File: src/rtl/serdes_err_inject.sv
// Block-level error injector between a SERDES transmit and receive path.
// Corrupts sync headers and/or single payload bits with an LFSR-driven probability, with bursts and statistics.
module serdes_err_inject #(
    parameter int          DATA_WIDTH   = 64,
    parameter int          HDR_WIDTH    = 2,
    parameter int          THRESH_WIDTH = 16,
    parameter int          CNT_WIDTH    = 32,
    parameter logic [31:0] LFSR_SEED    = 32'h0000_0001
) (
    input  logic                    clk,
    input  logic                    rst,
    input  logic [DATA_WIDTH-1:0]   in_data,
    input  logic [HDR_WIDTH-1:0]    in_hdr,
    input  logic                    in_valid,
    output logic [DATA_WIDTH-1:0]   out_data,
    output logic [HDR_WIDTH-1:0]    out_hdr,
    output logic                    out_valid,
    input  logic                    cfg_enable,
    input  logic                    cfg_hdr_en,
    input  logic                    cfg_data_en,
    input  logic [THRESH_WIDTH-1:0] cfg_threshold,
    input  logic [7:0]              cfg_burst_len,
    input  logic [CNT_WIDTH-1:0]    cfg_block_limit,
    input  logic                    cnt_clear,
    output logic [CNT_WIDTH-1:0]    cnt_blocks,
    output logic [CNT_WIDTH-1:0]    cnt_hdr_err,
    output logic [CNT_WIDTH-1:0]    cnt_data_err,
    output logic                    done,
    output logic                    in_burst
);
    localparam int          IDX_W = $clog2(DATA_WIDTH);
    localparam logic [31:0] SEED  = (LFSR_SEED == 32'd0) ? 32'd1 : LFSR_SEED;

    typedef enum logic [1:0] {IDLE, RUN, BURST, DONE} state_t;

    state_t                  state_q, state_d;
    logic [31:0]             lfsr_q, lfsr_d;
    logic [7:0]              rem_q, rem_d;
    logic [DATA_WIDTH-1:0]   out_data_q, out_data_d;
    logic [HDR_WIDTH-1:0]    out_hdr_q, out_hdr_d;
    logic                    out_valid_q, out_valid_d;
    logic [CNT_WIDTH-1:0]    cnt_blocks_q, cnt_blocks_d;
    logic [CNT_WIDTH-1:0]    cnt_hdr_err_q, cnt_hdr_err_d;
    logic [CNT_WIDTH-1:0]    cnt_data_err_q, cnt_data_err_d;
    logic                    done_q, done_d;
    logic                    in_burst_q, in_burst_d;

    logic                    active;
    logic                    trigger;
    logic                    corrupt;
    logic                    limit_hit;
    logic [IDX_W-1:0]        bit_idx;
    logic [CNT_WIDTH-1:0]    blk_inc;

    function automatic logic [CNT_WIDTH-1:0] sat_inc(input logic [CNT_WIDTH-1:0] v);
        return (&v) ? v : v + 1'b1;
    endfunction

    always_comb begin
        active    = cfg_enable && in_valid && (state_q == RUN || state_q == BURST);
        trigger   = (state_q == RUN) && (lfsr_q[THRESH_WIDTH-1:0] < cfg_threshold);
        corrupt   = active && (state_q == BURST || trigger);
        bit_idx   = lfsr_q[16+IDX_W-1:16];
        blk_inc   = sat_inc(cnt_blocks_q);
        // A same-cycle clear wipes the count, so the limit cannot be considered reached.
        limit_hit = active && (cfg_block_limit != '0) && (blk_inc == cfg_block_limit) && !cnt_clear;

        state_d     = state_q;
        lfsr_d      = lfsr_q;
        rem_d       = rem_q;
        out_valid_d = in_valid;
        out_data_d  = in_data;
        out_hdr_d   = in_hdr;

        if (corrupt && cfg_hdr_en)
            out_hdr_d = lfsr_q[31] ? '1 : '0;
        if (corrupt && cfg_data_en)
            out_data_d = in_data ^ ({{(DATA_WIDTH-1){1'b0}}, 1'b1} << bit_idx);

        if (active)
            lfsr_d = {lfsr_q[30:0], lfsr_q[31] ^ lfsr_q[21] ^ lfsr_q[1] ^ lfsr_q[0]};

        if (!cfg_enable) begin
            state_d = IDLE;
            rem_d   = '0;
        end else begin
            case (state_q)
                IDLE: state_d = RUN;
                RUN: begin
                    if (corrupt && cfg_burst_len > 8'd1) begin
                        state_d = BURST;
                        rem_d   = cfg_burst_len - 8'd1;
                    end
                end
                BURST: begin
                    if (active) begin
                        rem_d = rem_q - 8'd1;
                        if (rem_q <= 8'd1) begin
                            state_d = RUN;
                            rem_d   = '0;
                        end
                    end
                end
                DONE: if (cnt_clear) state_d = RUN;
                default: state_d = IDLE;
            endcase
            if (limit_hit) begin
                state_d = DONE;
                rem_d   = '0;
            end
        end

        cnt_blocks_d   = cnt_blocks_q;
        cnt_hdr_err_d  = cnt_hdr_err_q;
        cnt_data_err_d = cnt_data_err_q;
        if (cnt_clear) begin
            cnt_blocks_d   = '0;
            cnt_hdr_err_d  = '0;
            cnt_data_err_d = '0;
        end else if (active) begin
            cnt_blocks_d = blk_inc;
            if (corrupt && cfg_hdr_en)  cnt_hdr_err_d  = sat_inc(cnt_hdr_err_q);
            if (corrupt && cfg_data_en) cnt_data_err_d = sat_inc(cnt_data_err_q);
        end

        done_d     = (state_d == DONE);
        in_burst_d = (state_d == BURST);
    end

    always_ff @(posedge clk) begin
        if (rst) begin
            state_q        <= IDLE;
            lfsr_q         <= SEED;
            rem_q          <= '0;
            out_data_q     <= '0;
            out_hdr_q      <= '0;
            out_valid_q    <= 1'b0;
            cnt_blocks_q   <= '0;
            cnt_hdr_err_q  <= '0;
            cnt_data_err_q <= '0;
            done_q         <= 1'b0;
            in_burst_q     <= 1'b0;
        end else begin
            state_q        <= state_d;
            lfsr_q         <= lfsr_d;
            rem_q          <= rem_d;
            out_data_q     <= out_data_d;
            out_hdr_q      <= out_hdr_d;
            out_valid_q    <= out_valid_d;
            cnt_blocks_q   <= cnt_blocks_d;
            cnt_hdr_err_q  <= cnt_hdr_err_d;
            cnt_data_err_q <= cnt_data_err_d;
            done_q         <= done_d;
            in_burst_q     <= in_burst_d;
        end
    end

    assign out_data     = out_data_q;
    assign out_hdr      = out_hdr_q;
    assign out_valid    = out_valid_q;
    assign cnt_blocks   = cnt_blocks_q;
    assign cnt_hdr_err  = cnt_hdr_err_q;
    assign cnt_data_err = cnt_data_err_q;
    assign done         = done_q;
    assign in_burst     = in_burst_q;
endmodule

File: config.mk
export PLATFORM = sky130hd
export DESIGN_NAME = serdes_err_inject
export DESIGN_NICKNAME = d
export VERILOG_FILES = /design/src/rtl/serdes_err_inject.sv
export SDC_FILE = /design/constraint.sdc
export NUM_CORES = 1
export LEC_CHECK = 0
export BUFFER_PORTS_ARGS = -buffer_cell sky130_fd_sc_hd__buf_2
export CAP_MARGIN = 10
export CORE_UTILIZATION = 45
export DETAILED_ROUTE_END_ITERATION = 8
export PLACE_DENSITY = 0.8
export SLEW_MARGIN = 20
export SYNTH_ARGS = -nofsm -noshare
export SYNTH_HDL_FRONTEND = slang
export SYNTH_SLANG_ARGS = --single-unit
File: constraint.sdc
create_clock -name clk -period 3 [get_ports clk]
set_input_delay 0.45 -clock clk [delete_from_list [all_inputs] [get_ports clk]]
set_output_delay 0.45 -clock clk [all_outputs]
set_load 0.005 [all_outputs]
==> reports/metrics.cfg <==
[outcome]
status = complete, no violations

[sta]
setup_viol = 0
report.final.slew_viol_count = 0
slew_headroom_pct = 32.6
finClkSkew_ns = 0.00932
max_freq_ghz = 0.350
finalCritPeriodShare_pct = 95.1
tightest_slew_ns = 1.01
hold_viol = 0
min_period_ns = 2.85

[finish]
diodes = 0
final_area_um2 = 14600
nets = 1903
area_delta_synth_final_pct = 26.5
layoutNonFillerInstCount = 2092
layout-drive-gt1-share_pct = 26.2

[floorplan]
core_um2 = 25200
rows = 58
initial_core_util_pct = 45.9
die_w_um = 162
die_h_um = 162
io_pins = 294
dieArea_um2 = 26300

[route]
vias = 12100
postRouteAntennaNets = 0
routed_wl_um = 36800
drc = 0
avgViaCountPerCell = 5.78
drt_iter0_drc = 884
wire_per_inst_um = 17.6
first_pass_iters = 5

[synthesis]
avgSynthCellArea_um2 = 8.07
synth_cell_type_count = 72
yosys.area.top_type_share_pct = 35.8
yosys.area.top_type = dfxtp_1
yosysSeqAreaShare_pct = 35.8
synth_edf_count = 0
yosysWarnings = 0
ys_ff_latch = 207
synth_cells = 1433
syn-cell-area_um2 = 11600
synthArstFlopShare_pct = 0
syn_nets = 1589
ys.flop_type = dfxtp_1
synthTopCellsByArea = dfxtp_1, xnor2_1, a211oi_1, nand2_1, nor2_1

[worst_setup_path]
max_stage_delay_ns = 0.59
crit_start = cnt_blocks[0]
criticalPathCategory = register to register
worstPathRequired_ns = 3.42
worstPathMaxFanout = 9
cp-start-kind = register
crit_end = rem_q[1]
r2r_setup_slack_ns = 0.15
crit_slowest_cell = or4_4
r2r-end = rem_q[1]
end_kind = register
reg2reg_from = cnt_blocks[0]
critical_path_arrival_ns = 3.28
cp_cell_sequence = ha_1, nand3_1, or4_4, o21a_1, or3_1, nand4_1, nor4_2, and4_1, buf_4, a2111oi_2
reg2reg_depth = 10

[flow_run]
max-cap-violations = 0

[global_routing]
grt_max_degree = 100
antenna_found_initial = 0
grt_overflow = 0
track_usage_pct = 26.6
grt_pass1_wl_um = 56700
grt_pass1_vias = 11000

[power]
power_density_nw_per_um2 = 424
leakage_nw = 5.96
peakVddDrop_v = 0.000393

[placement]
placed_area_um2 = 13800
gp_congestion = 0.944
io_buffers = 293
dpl.hpwl_um = 27300
dp_cells = 2049

[clock_network]
clock_latency_ns = 0.53
htreeDepth = 1
clk_pin_slew_ns = 0.06
numCtsBuffers = 23
cts.path.max_buffers = 3
cts_hold_buf = 0
cts-root-buf = clkbuf_16
clock_sinks = 207
tritoncts = yes

[min_path]
hold_path_class = input port to register

[placed cells by master, fill, tap and decap left out, types with 23 or more instances in the layout]
| cell type | n |
|---|---|
| clkbuf_16 | 23 |
| nand4_1 | 34 |
| dfxtp_1 | 207 |
| nor2_1 | 148 |
| a21oi_1 | 91 |
| nand3_1 | 56 |
| a211oi_1 | 79 |
| and3_1 | 27 |
| xnor2_1 | 97 |
| o21ai_0 | 40 |
| buf_4 | 94 |
| xor2_1 | 38 |
| nand2_1 | 153 |
| or3_1 | 28 |
| or4_1 | 28 |
| inv_1 | 38 |
| buf_2 | 292 |
| ha_1 | 27 |
[per-stage QoR]
stage | util, % | total power, mW | worst slack, ns | hold slack (ns) | TNS [ns]
after detailed placement | 54.8 | 3.35 | -0.0648 | 0.446 | -0.121
after global placement | 54.8 | 3.34 | -0.0177 | 0.437 | -0.0279
after global routing | 58.1 | 6.39 | -0.000340 | 0.169 | -0.000340
final | 58.1 | 6.20 | 0.146 | 0.170 | 0
after floorplan | - | 3.11 | 0.0778 | 0.432 | 0
after CTS | 57.8 | 6.22 | 0.0793 | 0.151 | 0
[critical path: cells and delay by family (launching register included)]
family | cells | cell delay [ns]
and+or+nand+nor | 6 | 1.49
DFF | 1 | 0.35
adders and majority gates | 1 | 0.20
buffers and inverters | 1 | 0.17
AOI/OAI and AO/OA | 2 | 0.54
[state kept, by name, summed over array words and instances (netlist names)]
signal        count
cnt_hdr_err      32
out_hdr           2
out_valid         1
out_data         64
done              1
lfsr_q           32
cnt_blocks       32
in_burst          1
rem_q             8
cnt_data_err     32
state_q           2
[layer usage]
layer  track usage, %  up-vias  part of all wire (%)
met2             43.7      488                    46
met3             5.18       88                   7.7
met4             10.2        0                   3.7
met5                0        -                     0
met1             34.2     5680                    42
li1                 -     5827                     -
[worst min-delay path by stage]
stage | startpoint | to | slack (ns) | depth (start not counted)
2_1_floorplan | lfsr_q[22] | lfsr_q[23] | 0.43 | 2
3_3_place_gp | lfsr_q[30] | lfsr_q[31] | 0.44 | 2
3_5_place_dp | lfsr_q[30] | lfsr_q[31] | 0.45 | 2
4_1_cts | in_data[26] | out_data[26] | 0.15 | 3
5_1_grt | in_data[44] | out_data[44] | 0.17 | 3
6_report | in_data[26] | out_data[26] | 0.17 | 3
[what timing repair did]
action / 4_1_cts / 5_1_grt
endpoints found under the setup margin: 9 / 24
setup buffers: 0 / 3
resized for setup: 1 / 10
pin swaps: 0 / 2
[synth_stat cells, types with 8 or more instances]
cell      instances
o311ai_0          8
nor3_1           21
a31oi_1          17
o21ai_0          42
buf_2            17
nand2b_1          9
nor4_1           18
a41o_1           10
xor2_1           38
a21oi_1          91
and2_1            8
inv_1            38
dfxtp_1         207
nor2_1          149
or4_1            30
nand3_1          57
nand4_1          34
xnor2_1          97
o211ai_1          9
a211oi_1         79
mux2i_1           8
and4_1           16
clkbuf_1         74
nand2_1         153
o31ai_1          20
or3_1            28
and3_1           27
ha_1             27
[report_power, final]
part	internal (mW)	switching, mW
combinational	0.208	0.270
sequential	2.80	0.0173
clock	1.71	1.19
[final cells by class]
class | count | area, µm²
fillers | 2286 | 10600
multi-input cells | 1087 | 6920
flip-flops and latches | 207 | 4140
repair buffers | 390 | 2240
clock buffers | 33 | 663
well taps | 330 | 413
inverters | 38 | 143
clock inverters | 7 | 103
[logic make-up (layout without fill, tap and decap cells)]
kind of cell / after synthesis / in the layout / share of synthesized area (%)
flip-flops: 207 / 207 / 35.8
multiplexers: 9 / 9 / 0.790
adder cells (fa/ha/maj): 27 / 27 / 2.92
AND/OR/NAND/NOR: 580 / 580 / 25.3
XOR/XNOR: 135 / 135 / 10.2
buffers and inverters: 139 / 468 / 4.80
AO/OA/AOI/OAI: 336 / 336 / 20.1
(Power assumes the default switching activity.)
